`config.mk`:
```
export PLATFORM = sky130hd
export DESIGN_NAME = fifo_ctrl
export DESIGN_NICKNAME = d
export VERILOG_FILES = /design/src/rtl/fifo_ctrl.sv
export SDC_FILE = /design/constraint.sdc
export NUM_CORES = 1
export LEC_CHECK = 0
export BUFFER_PORTS_ARGS = -buffer_cell sky130_fd_sc_hd__clkbuf_2
export CORE_UTILIZATION = 30
export CTS_CLUSTER_SIZE = 12
export DETAILED_ROUTE_END_ITERATION = 8
export HOLD_SLACK_MARGIN = 0.05
export SETUP_SLACK_MARGIN = 0.1
export SLEW_MARGIN = 0
export SYNTH_ARGS = -nofsm -noshare
export SYNTH_HDL_FRONTEND = slang
export SYNTH_SLANG_ARGS = --single-unit
```
`constraint.sdc`:
```
create_clock -name clk -period 4.95 [get_ports clk]
set_clock_uncertainty 0.2 [all_clocks]
set_input_delay 0.2475 -clock clk [delete_from_list [all_inputs] [get_ports clk]]
set_output_delay 0.2475 -clock clk [all_outputs]
set_load 0.02 [all_outputs]
```
`src/rtl/fifo_ctrl.sv`:
```
// Pointer, occupancy and status-flag controller that wraps a dual-port RAM
// (port A write-only, port B read-only) into a synchronous FIFO.
module fifo_ctrl #(
  parameter int AW              = 3,
  parameter int DW              = 4,
  parameter int ALMOST_FULL_TH  = 6,
  parameter int ALMOST_EMPTY_TH = 1
) (
  input  logic          clk,
  input  logic          reset_L,
  input  logic          push,
  input  logic [DW-1:0] data_in,
  input  logic          pop,
  output logic [AW-1:0] addr_wr,
  output logic          rw_wr,
  output logic [DW-1:0] data_wr,
  output logic [AW-1:0] addr_rd,
  output logic          rw_rd,
  input  logic [DW-1:0] ram_data_rd,
  output logic [DW-1:0] data_out,
  output logic          valid_out,
  output logic [AW:0]   count,
  output logic          full,
  output logic          empty,
  output logic          almost_full,
  output logic          almost_empty,
  output logic          fifo_error
);

  localparam int          DEPTH   = 2 ** AW;
  localparam logic [AW:0] DEPTH_C = (AW + 1)'(DEPTH);
  localparam logic [AW:0] AF_C    = (AW + 1)'(ALMOST_FULL_TH);
  localparam logic [AW:0] AE_C    = (AW + 1)'(ALMOST_EMPTY_TH);

  logic [AW-1:0] wr_ptr;
  logic [AW-1:0] rd_ptr;
  logic          push_ok;
  logic          pop_ok;
  logic [AW:0]   count_nxt;
  logic          err_evt;

  // A pop on a full FIFO frees the slot the simultaneous push then uses.
  assign pop_ok  = pop & ~empty;
  assign push_ok = push & (~full | pop_ok);
  assign err_evt = (push & ~push_ok) | (pop & ~pop_ok);

  always_comb begin
    count_nxt = count;
    case ({push_ok, pop_ok})
      2'b10:   count_nxt = count + 1'b1;
      2'b01:   count_nxt = count - 1'b1;
      default: count_nxt = count;
    endcase
  end

  always_ff @(posedge clk or negedge reset_L) begin
    if (!reset_L) begin
      wr_ptr       <= '0;
      rd_ptr       <= '0;
      count        <= '0;
      full         <= 1'b0;
      empty        <= 1'b1;
      almost_full  <= 1'b0;
      almost_empty <= 1'b1;
      fifo_error   <= 1'b0;
      valid_out    <= 1'b0;
    end else begin
      if (push_ok) wr_ptr <= wr_ptr + 1'b1;
      if (pop_ok)  rd_ptr <= rd_ptr + 1'b1;
      count        <= count_nxt;
      full         <= (count_nxt == DEPTH_C);
      empty        <= (count_nxt == '0);
      almost_full  <= (count_nxt >= AF_C);
      almost_empty <= (count_nxt <= AE_C);
      fifo_error   <= fifo_error | err_evt;
      valid_out    <= pop_ok;
    end
  end

  assign addr_wr  = wr_ptr;
  assign rw_wr    = ~push_ok;
  assign data_wr  = data_in;
  assign addr_rd  = rd_ptr;
  assign rw_rd    = 1'b1;
  assign data_out = ram_data_rd;

endmodule
```
[After elaboration in Yosys (flattened, before gate mapping)]
Cells that the tools add are included.
Word-level totals
  register bits after elaboration: 16
  bits in latches: 0
  bits in writable memories: 0
  ROM bits: 0
  input port bits: 12
  output and inout bits: 26
  logic and storage cells: 31
  memories: 0
Cells by class
  add/sub/neg operators: 4
  $mul: 0
  divide/modulo/power cells: 0
  magnitude comparators: 2
  eq/ne operators: 3
  shift-type cells: 0
  mux-type cells: 1
  bitwise operators: 11
  reduce and logical (&&, ||, !) cells: 1
Operators with widths (count)
  $pmux 4 s2: 1
  $add 3x1->3 const B: 2
  $add 4x1->4 const B: 1
  $and 1x1->1: 4
  $eq 4x4->1 const B: 1
  $ge 4x3->1 const B: 1
  $le 4x1->1 const B: 1
  $logic_not 4->1: 1
  $not 1->1: 4
  $sub 4x1->4 const B: 1
  $or 1x1->1: 3
  $eq 2x1->1 const B: 1
  $eq 2x2->1 const B: 1

[Depth between registers and ports, before layout]
Gate-level depths: netlist (run 1).
  word-level depth: 8
  mapped depth: 11
  mapped depth without buffers: 11

[Worst setup path after synthesis (run 1)]
OpenSTA, ideal clock, no wires.
  path type: reg-to-reg
  start point: register empty
  end point: register full
  setup time: 120 ps
  data arrival time: 2371 ps
  data required time: 4630 ps
  slack: 2260 ps
  cell stages (with the launch flop): 12
  path buffers: 0
  clock period less this slack: 2690 ps
  cells stage by stage: dfstp_2 -> nand2b_1 -> nand2_1 -> nand2_1 -> ha_1 -> xor2_1 -> ha_1 -> a21oi_1 -> xor2_1 -> nor2_2 -> xnor2_2 -> and3_1
Between the ends
  word-level cells in the longest chain between the ends: 7
  elaborated cells on any way between the ends: 8
  those cells by class: eq/ne: 3; mux: 1; bitwise: 4
Ends and longest elaborated chain
  start, declared: RTL line 24  | output logic empty,
  start signal, assigned: RTL line 72  | empty <= (count_nxt == '0);
  $not 1->1 (*): RTL line 43  | assign pop_ok = pop & ~empty;
  $and 1x1->1 (*): RTL line 43
  $or 1x1->1: RTL line 44  | assign push_ok = push & (~full | pop_ok);
  $and 1x1->1: RTL line 44
  $eq 2x1->1 or $eq 2x2->1 (tied branches): RTL line 49  | case ({push_ok, pop_ok})
  $pmux 4 s2 (*): RTL line 49
  $eq 4x4->1 (*): RTL line 71  | full <= (count_nxt == DEPTH_C);
  end signal, assigned: RTL line 71
  end, declared: RTL line 23  | output logic full,
Every way passes the cells marked *; elsewhere a longest branch is shown, timed or not.
A chain may end at the register's enable or synchronous reset.

[Worst setup path in the final report (run 1)]
  start point: input pop
  end point: register full
Between the ends
  word-level cells in the longest chain between the ends: 6
  elaborated cells on any way between the ends: 7
  those cells by class: eq/ne: 3; mux: 1; bitwise: 3
Ends and longest elaborated chain
  start, declared: RTL line 13  | input logic pop,
  $and 1x1->1 (*): RTL line 43
  $or 1x1->1: RTL line 44
  $and 1x1->1: RTL line 44
  $eq 2x1->1 or $eq 2x2->1 (tied branches): RTL line 49
  $pmux 4 s2 (*): RTL line 49
  $eq 4x4->1 (*): RTL line 71
Marks and branches as above.

==> results.md, run 1 <==
* Status: finished, final reports clean
* Area leader, netlist: dfrtp_1
* Internal Power at 0.000400 W
* Mapped Area at 840 sq um
* Yosys cell types at 30
* DR pass1 iterations at 4
* Die X at 54.9 microns
* P_leak at 0.499 nW
* Routed wire length on met2 at 608 microns
* Synth Net Count at 93
* Worst vdd ir at 0.372 mV
* Reg2reg setup slack at 2.24 ns
* Pwr per Cell Area at 739 mW/mm^2
* Count leader, synth: dfrtp_1
* Switch Pwr at 0.000321 W
* Synth Register Bits at 16
* Clk buf depth at 2
* Seq/Total Area, Yosys at 48.0%
* Critical path capture point type: flip-flop
* Max FO, Critical Path at 5
* Initial core utilization at 32.7%
* Area contributors post-synth: dfrtp_1, buf_4, ha_1
* FF-to-FF End: full
* Post-CTS Setup Repair Bufs at 0
* Fillers at 269
* DIE AREA at 0.00301 sq mm
* Commonest register cell after synthesis: dfrtp_1
* DR WL met3 at 154 microns
* Final GP Congestion at 0.713
* Pin count of the biggest net entering global routing at 17
* Critical path arrival at 2.82 ns
* PortBufs at 20
* Post-synth top cells: dfrtp_1, buf_4, nand2_1, ha_1, xnor2_1
* Critical setup path kind: primary input to flip-flop
* Fin crit share at 56.4%
* Initial antenna violation count at 0
* Post-DRT Antenna Nets at 0
* Share of cells above drive strength 1 at 34.0%
* Minimum clock period at 2.79 ns
* DRT iter0 DRCs at 2
* Via/cell ratio at 4.54
* DR top layer: met4
* Antenna diodes at 0
* Max-slew violations at 0
* Final nets at 112
* Syn-to-layout area delta at 16.2%
* PnR worst setup slack at 2.16 ns
* Via count at 563
* Total track usage at 11.1%
* Die Height at 54.9 microns
* Final setup fails at 0
* Hold Path Class: primary input to asynchronous set/reset pin
* Root Buffer: clkbuf_4
* Routed Wire Length at 1480 microns
* Share of power burned in registers at 35.3%
* Sw frac at 44.5%
* Drt drc at 0
* Non-Filler Instances at 124
* Clk Latency, worst-skew pair at 0.29 ns
* Number of synthesized flops with an enable pin at 0
* Cts bufs inserted at 3
* Congestion Overflow GR at 0
* CP startpoint kind: primary input
* Inst Count DP at 117
* Clock power frac at 11.9%
* Max Cap Violations at 0
* Reg clk slew, reported paths at 0.10 ns
* Logic pwr share at 52.8%
* F_max at 358 MHz
* FP Rows at 18
* First-pass GRT wire length at 2220 microns
* Io pins at 38
* Ys Warns at 0
* Synth async-reset ratio at 100%
* Number of global-route vias before repair at 507
* Clock sinks at 16
* Cells after synthesis at 76
* Drt wl/cell at 11.9 microns
* Setup TNS at 0 ns
* # H-tree levels at 1
* CTS tree: built
* Synth top area share at 41.7%
* Worst R2R Path Depth at 11
* Core area at 0.00257 sq mm
* HPWL after detailed placement at 1060 microns
* Fin. Hold Viols at 0
* DRT met1 WL at 695 microns
* Unrepaired setup endpoints after global routing: no
* Mean post-synth cell area at 11.0 sq um
* WP data required at 4.98 ns
* Origin of the critical flop-to-flop path: empty
* Dpl ws at 2.29 ns
worst max-delay path by stage:
| stage | startpoint | slack (ns) | cells after the start | endpoint |
|---|---|---|---|---|
| after floorplan | empty | 2.26 | 11 | full |
| after global placement | empty | 2.39 | 11 | empty |
| after detailed placement | empty | 2.29 | 11 | almost_full |
| after CTS | pop | 2.20 | 13 | empty |
| after global routing | pop | 2.01 | 13 | empty |
| final | pop | 2.16 | 13 | full |
cell families after synthesis:
group | Yosys count | share of synthesized area [%]
buffers and inverters | 13 | 9.83
and+or+nand+nor | 21 | 13.4
adders and majority gates | 5 | 7.45
xor gates and xnor gates | 8 | 9.24
other | 1 | 0.447
DFF | 16 | 48.0
muxes | 2 | 2.53
AOI/OAI and AO/OA | 10 | 9.09
sequential cells by signal (all words and copies together) (netlist names):
signal and count:
almost_full 1, valid_out 1, fifo_error 1, full 1, addr_rd 3, almost_empty 1
count 4, empty 1, addr_wr 3
critical path, stage by stage:
cell           delay [ns]
dlygate4sd3_1        0.53
clkbuf_2             0.12
nand2b_1             0.11
nand2_1              0.11
nand2_1              0.15
ha_1                 0.33
xor2_1               0.19
ha_1                 0.19
a21oi_1              0.15
xor2_1               0.20
nor2_2               0.07
xnor2_2              0.23
and3_1               0.19
through the flow:
step / power [W] / hold slack, ns / cell area, sq um / utilization [%]
floorplan: 0.000539 / -0.248 / 840 / -
global placement: 0.000632 / 0.000499 / 910 / 35.4
detailed placement: 0.000637 / 0.00632 / 910 / 35.4
CTS: 0.000730 / 0.214 / 976 / 38.0
global route: 0.000782 / 0.264 / 976 / 38.0
finish: 0.000721 / 0.216 / 976 / 38.0
layer usage:
layer,GRT usage [%],vias to the layer above
li1,-,279
met1,13.0,251
met2,16.9,29
met3,6.28,4
met4,4.17,0
met5,0,-
power groups by stage:
stage	Sequential, W	Combinational [W]	Clock, W
after floorplan	0.000321	0.000218	0
after global placement	0.000255	0.000377	0
after detailed placement	0.000258	0.000379	0
after CTS	0.000255	0.000383	0.0000914
after global routing	0.000264	0.000419	0.0000987
final	0.000255	0.000380	0.0000861
placed cells by master (no fill, tap or decap), drive strengths merged:
cell type,count
a211o,1
a21oi,3
a22o,1
a31o,1
and2b,2
and3,3
clkbuf,24
conb,1
dfrtp,14
dfstp,2
dlygate4sd3,3
ha,5
inv,4
mux2,1
mux2i,1
nand2,7
nand2b,1
nand3,2
nor2,2
nor2b,3
nor3,1
o211a,1
o21ai,2
o21bai,1
xnor2,6
xor2,2
area by class of cell:
cell class                      count  area [sq um]  share of cell area, %
Inverter                            4          15.0                   1.54
Sequential cell                    16           403                   41.3
Multi-Input combinational cell     47           354                   36.3
Clock buffer                        4          36.3                   3.72
Tap cell                           30          37.5                   3.85
Timing Repair Buffer               23           130                   13.3
timing repair:
item,CTS,global route
hold endpoints to repair,18,0
resized for setup,0,0
endpoints found under the setup margin,0,0
hold buffers,3,0
Power figures use the tool's default switching activity.
==> run 2, diff against run 1 <==
clock period = 2.8 ns   (was 4.95 ns; I/O delays follow)
==> run 2 against run 1 <==
Final cell count is 1.6% higher. Clock power is 52% higher. Hold slack worse by 0.14 ns. Combinational power is 79% higher. First-iteration DRC count grew to 7.0 times the previous value. Clock-buffer cell count stayed put. Routed wire length is 1.6% lower. Core utilization is 0.49 points higher. Sequential power is 75% higher. Register-to-register slack worse by 1.9 ns. Total power is 74% higher. Global-route usage is 0.61 points higher.
==> results.md, run 2 (synthesis gave the netlist of run 1 again) <==
* Placed cell area at 917 sq um (+0.83%)
* Critical path capture point type: flip-flop
* Pwr per Cell Area at 1270 mW/mm^2 (+72%)
* Via count at 566 (+0.53%)
* Clk Latency, worst-skew pair at 0.29 ns (about the same)
* PnR worst setup slack at 0.296 ns (-1.86 ns)
* Commonest non-fill, non-tap cell in the layout: clkbuf_2
* Largest Register: count
* Io pins at 38 (unchanged)
* Pin count of the biggest net entering global routing at 17 (unchanged)
* CP peak stage delay at 0.53 ns (about the same)
* Final GP Congestion at 0.705 (-1.2%)
* Congestion Overflow GR at 0 (unchanged)
* Via/cell ratio at 4.49 (-1.1%)
* Final setup fails at 0 (unchanged)
* Die X at 54.9 microns (unchanged)
* Root Buffer: clkbuf_4
* Total track usage at 11.7% (+0.61 points)
* Clk buf depth at 2 (unchanged)
* Hold Path Class: primary input to primary output
* Minimum clock period at 2.50 ns
* Status: finished, final reports clean
* Final instance area at 988 sq um (+1.3%)
* Initial core utilization at 32.7% (unchanged)
* Fin. Hold Viols at 0 (unchanged)
* # H-tree levels at 1 (unchanged)
* Cts bufs inserted at 3 (unchanged)
* Most frequent cells in the layout: clkbuf_2, dfrtp_1, nand2_1
* Max-slew violations at 0 (unchanged)
* Max Cap Violations at 0 (unchanged)
* HPWL after detailed placement at 1080 microns (+1.7%)
* Die Height at 54.9 microns (unchanged)
* Critical path arrival at 2.53 ns (-0.29 ns)
* Setup TNS at 0 ns (unchanged)
* Dpl ws at 0.225 ns (-2.07 ns)
* Drt wl/cell at 11.5 microns (-3.1%)
* Antenna diodes at 0 (unchanged)
* DIE AREA at 0.00301 sq mm (unchanged)
* Share of cells above drive strength 1 at 36.5% (+2.4 points)
* FP Rows at 18 (unchanged)
* Area occupied by registers at 403 sq um (unchanged)
* Core area at 0.00257 sq mm (unchanged)
* Max reg flops at 4 (unchanged)
* Slowest CP cell: dfstp_2
* CP Cell Sequence: nand2b_2, nand2_1, nand2_1, ha_2, xor2_1, ha_1, a21oi_1, xor2_1, nor2_2, xnor2_2, and3_1
* CP startpoint kind: flip-flop
* Routed Wire Length at 1450 microns (-1.6%)
* Max FO, Critical Path at 5 (unchanged)
* Fin crit share at 89.4%
* Post-DRT Antenna Nets at 0 (unchanged)
* DR pass1 iterations at 2 (-2)
* Final nets at 114 (+1.8%)
* F_max at 399 MHz
* Worst vdd ir at 0.601 mV (+62%)
* Critical setup path kind: flip-flop to flip-flop
* Clock sinks at 16 (unchanged)
* CTS tree: built
* Syn-to-layout area delta at 17.7%
* DRT iter0 DRCs at 14 (+12)
* P_leak at 0.500 nW (about the same)
* Drt drc at 0 (unchanged)
* Unrepaired setup endpoints after global routing: no
* Number of global-route vias before repair at 542 (+6.9%)
* First-pass GRT wire length at 2370 microns (+6.8%)
* Initial antenna violation count at 0 (unchanged)
* PortBufs at 20 (unchanged)
* WP data required at 2.83 ns (-2.15 ns)
* Fillers at 284 (+5.6%)
* Multi-input gate area at 359 sq um (+1.4%)
* Reg clk slew, reported paths at 0.09 ns (about the same)
-- run 2: repair_timing --
action	in CTS	in global routing
setup buffers	0	0
endpoints found under the setup margin	0	4
resized for setup	0	3
hold endpoints to repair	20	0
hold buffers	4	0
-- run 2: final cells by class --
cell class,instances,area share [%]
Sequential cell,16,40.8
Multi-Input combinational cell,47,36.3
Timing Repair Buffer,25,14.9
Tap cell,30,3.80
Clock buffer,4,2.66
Inverter,4,1.52
-- run 2: final timing paths --
| path | end | from | depth (start not counted) | slack [ns] |
|---|---|---|---|---|
| max | full | empty | 11 | 0.30 |
| min | data_out[0] | ram_data_rd[0] | 0 | 0.08 |
| max in group asynchronous | empty | reset_L | 2 | 1.98 |
| max reg2reg | full | empty | 11 | 0.30 |
| min reg2reg | addr_rd[2] | addr_rd[2] | 1 | 0.28 |
| min in group asynchronous | addr_rd[0] | reset_L | 2 | 0.09 |
-- run 2: stage by stage --
step	hold WS [ns]	utilization, %	power (W)	instances
2_1_floorplan	-0.356	-	0.000953	76
3_3_place_gp	-0.116	35.7	0.00112	118
3_5_place_dp	-0.108	35.7	0.00113	118
4_1_cts	0.0801	38.3	0.00127	126
5_1_grt	0.0800	38.5	0.00138	126
6_report	0.0800	38.5	0.00126	126
-- run 2: worst max-delay path: cells and delay by family, from the launching register on --
family / cells / cell delay (ns)
AO/OA/AOI/OAI: 1 / 0.14
XOR/XNOR: 3 / 0.55
adder cells (fa/ha/maj): 2 / 0.43
flip-flops: 1 / 0.53
AND/OR/NAND/NOR: 5 / 0.59
-- run 2: power by group --
part           switching, W  internal [W]  leakage (nW)  total (W)
sequential        0.0000998      0.000347         0.183   0.000447
combinational      0.000391      0.000289         0.302   0.000680
clock             0.0000753     0.0000555        0.0150   0.000131
-- run 2: layer usage --
metal  GRT usage (%)  up-vias  wire [microns]
li1                -      286               -
met2            16.5       25             595
met4            5.42        0              25
met3            6.01        6             124
met1            14.8      249             706
met5               0        -               0
==> run 3, diff against run 2 <==
CELL_PAD_IN_SITES_DETAIL_PLACEMENT = 1   (was not set)
CELL_PAD_IN_SITES_GLOBAL_PLACEMENT = 2   (was not set)
CORE_UTILIZATION = 27   (was 30)
PLACE_DENSITY_LB_ADDON = 0.1   (was not set)
clock period = 2.65 ns   (was 2.8 ns; I/O delays follow)
==> run 3 against run 2 <==
Sequential cell count stayed put. First-iteration DRC count rose by 50%. The flow now finishes with violations (DRC). Non-clock buffer count is the same. Critical path depth rose by 2. Sequential power rose by 6.7%. Total power increased by 12%. Die area rose by 11%. Combinational power grew 14%. Critical path type is now primary input to flip-flop. Via count up 1.9%. Largest power group unchanged.
==> results.md, run 3 (synthesis gave the netlist of run 1 again) <==
* CP startpoint kind: primary input
* Initial core utilization at 29.4% (-3.3 points)
* Fillers at 327 (+15%)
* Area occupied by registers at 403 sq um (unchanged)
* HPWL after detailed placement at 1280 microns (+18%)
* F_max at 417 MHz
* Congestion Overflow GR at 0 (unchanged)
* Unrepaired setup endpoints after global routing: no
* Drt wl/cell at 13.2 microns (+15%)
* Die X at 57.8 microns (+5.2%)
* Largest delay contributor family on the critical path: buffers and inverters
* Dpl ws at 0.117 ns (-0.108 ns)
* Via count at 577 (+1.9%)
* Largest Register: count
* Routed wire length on met2 at 910 microns (+53%)
* Antenna diodes at 0 (unchanged)
* Reg2reg setup slack at 0.27 ns (-0.03 ns)
* DRT iter0 DRCs at 21 (+7)
* Worst R2R Path Depth at 11 (unchanged)
* Routed Wire Length at 1680 microns (+16%)
* Placed cell area at 936 sq um (+2.0%)
* Max FO, Critical Path at 5 (unchanged)
* Final instance area at 0.00104 sq mm (+4.8%)
* Fin crit share at 90.4%
* Multi-input gate area at 395 sq um (+10%)
* Max Cap Violations at 0 (unchanged)
* CTS tree: built
* Origin of the critical flop-to-flop path: empty
* Worst vdd ir at 0.388 mV (-35%)
* Setup TNS at 0 ns (unchanged)
* Hold Crit Endpoint: data_out[0]
* WP data required at 2.68 ns (-0.15 ns)
* Max reg flops at 4 (unchanged)
* Initial antenna violation count at 0 (unchanged)
* Cts bufs inserted at 3 (unchanged)
* Drt drc at 3 (+3)
* CP peak stage delay at 0.55 ns (+0.02 ns)
* Switch Pwr at 0.000624 W (+10%)
* PnR worst setup slack at 0.253 ns (-0.0429 ns)
* Max-slew violations at 0 (unchanged)
* Most frequent cells in the layout: clkbuf_2, dfrtp_1, nand2_1, xnor2_1, inv_1
* Fin. Hold Viols at 0 (unchanged)
* DR WL met3 at 90 microns (-27%)
* PortBufs at 20 (unchanged)
* Minimum clock period at 2.40 ns
* Critical path capture point type: flip-flop
* Final GP Congestion at 0.663 (-6.0%)
* Pwr per Cell Area at 1360 mW/mm^2 (+6.8%)
* DR pass1 iterations at 7 (+5)
* Commonest non-fill, non-tap cell in the layout: clkbuf_2
* CP Cell Sequence: dlygate4sd3_1, buf_4, nand2b_4, nand2_2, nand2_4, ha_2, xor2_1, ha_2, a21oi_4, xor2_2, nor2_2, xnor2_2, and3_1
* P_leak at 0.513 nW (+2.7%)
* Critical setup path kind: primary input to flip-flop
* Io pins at 38 (unchanged)
* Final nets at 114 (unchanged)
* DIE AREA at 0.00334 sq mm (+11%)
* Final setup fails at 0 (unchanged)
* Pin count of the biggest net entering global routing at 17 (unchanged)
* Reg clk slew, reported paths at 0.09 ns (about the same)
* Most used cell, CP: ha_2
* Hold Path Class: primary input to primary output
* Syn-to-layout area delta at 23.4%
* Slowest CP cell: dlygate4sd3_1
* Internal Power at 0.000784 W (+13%)
* Clk Latency, worst-skew pair at 0.28 ns (about the same)
* Critical path arrival at 2.43 ns (-0.10 ns)
* Share of cells above drive strength 1 at 42.7% (+6.3 points)
* Clock power frac at 11.1% (+0.7 points)
* FF-to-FF End: almost_empty
* Buf/Inv on CP at 2 (+2)
* First-pass GRT wire length at 2860 microns (+20%)
* Via/cell ratio at 4.54 (+1.1%)
* Failing checks: DRC
* DRT met1 WL at 665 microns (-5.8%)
* # H-tree levels at 1 (unchanged)
* Core area at 0.00285 sq mm (+11%)
* Die Height at 57.8 microns (+5.2%)
* Total track usage at 11.6% (-0.18 points)
* DR top layer: met4
* Sw frac at 44.3% (-0.70 points)
* Status: complete, but fails checks
* Number of global-route vias before repair at 606 (+12%)
* Clk buf depth at 2 (unchanged)
* Root Buffer: clkbuf_4
* Logic pwr share at 55.0% (+0.9 points)
* Min-delay src: ram_data_rd[0]
* Post-DRT Antenna Nets at 0 (unchanged)
* Hold Path Depth at 0 (unchanged)
* Clock sinks at 16 (unchanged)
* Share of power burned in registers at 33.9% (-1.6 points)
* FP Rows at 19 (+1)
## run 3: metal layers
layer | GRT usage [%] | vias up
met3 | 4.02 | 4
met5 | 0 | -
met2 | 20.8 | 18
met1 | 12.5 | 276
met4 | 4.42 | 0
li1 | - | 279
## run 3: worst max-delay path by stage
stage,from,cells after the start,slack (ns),endpoint
floorplan,empty,11,0.13,full
global placement,empty,11,0.20,empty
detailed placement,empty,11,0.12,almost_full
CTS,empty,11,0.14,almost_full
global route,empty,11,0.11,almost_empty
finish,pop,13,0.25,almost_empty
## run 3: final cells by class
type | count | area share (%)
Clock buffer | 4 | 3.50
Sequential cell | 16 | 38.9
Timing Repair Buffer | 25 | 14.3
Multi-Input combinational cell | 47 | 38.2
Tap cell | 31 | 3.74
Inverter | 4 | 1.45
## run 3: repair_timing
| item | CTS | global route |
|---|---|---|
| endpoints found under the setup margin | 3 | 5 |
| buffers inserted | 0 | 0 |
| endpoints found under the hold margin | 22 | 0 |
| pin swaps | 2 | 4 |
| resized for setup | 1 | 8 |
| hold buffers | 3 | 0 |
## run 3: worst register-to-register path: stages (launching register included)
cell	delay (ns)
dfstp_2	0.54
nand2b_4	0.14
nand2_2	0.08
nand2_4	0.10
ha_2	0.19
xor2_1	0.07
ha_2	0.20
a21oi_4	0.14
xor2_2	0.17
nor2_2	0.06
xnor2_2	0.24
and3_1	0.20
## run 3: power groups by stage
stage                     Sequential, W  Clock, W  Combinational (W)
after global routing           0.000499  0.000178           0.000861
after floorplan                0.000599         0           0.000412
final                          0.000477  0.000157           0.000775
after global placement         0.000478         0           0.000737
after CTS                      0.000475  0.000168           0.000755
after detailed placement       0.000479         0           0.000742
## run 3: through the flow
step | hold WS [ns] | cells | power (W) | util (%)
floorplan | -0.363 | 76 | 0.00101 | -
finish | 0.0650 | 127 | 0.00141 | 36.3
CTS | 0.0651 | 127 | 0.00140 | 35.4
global placement | -0.118 | 120 | 0.00122 | 32.8
detailed placement | -0.118 | 120 | 0.00122 | 32.8
global route | 0.0651 | 127 | 0.00154 | 36.3
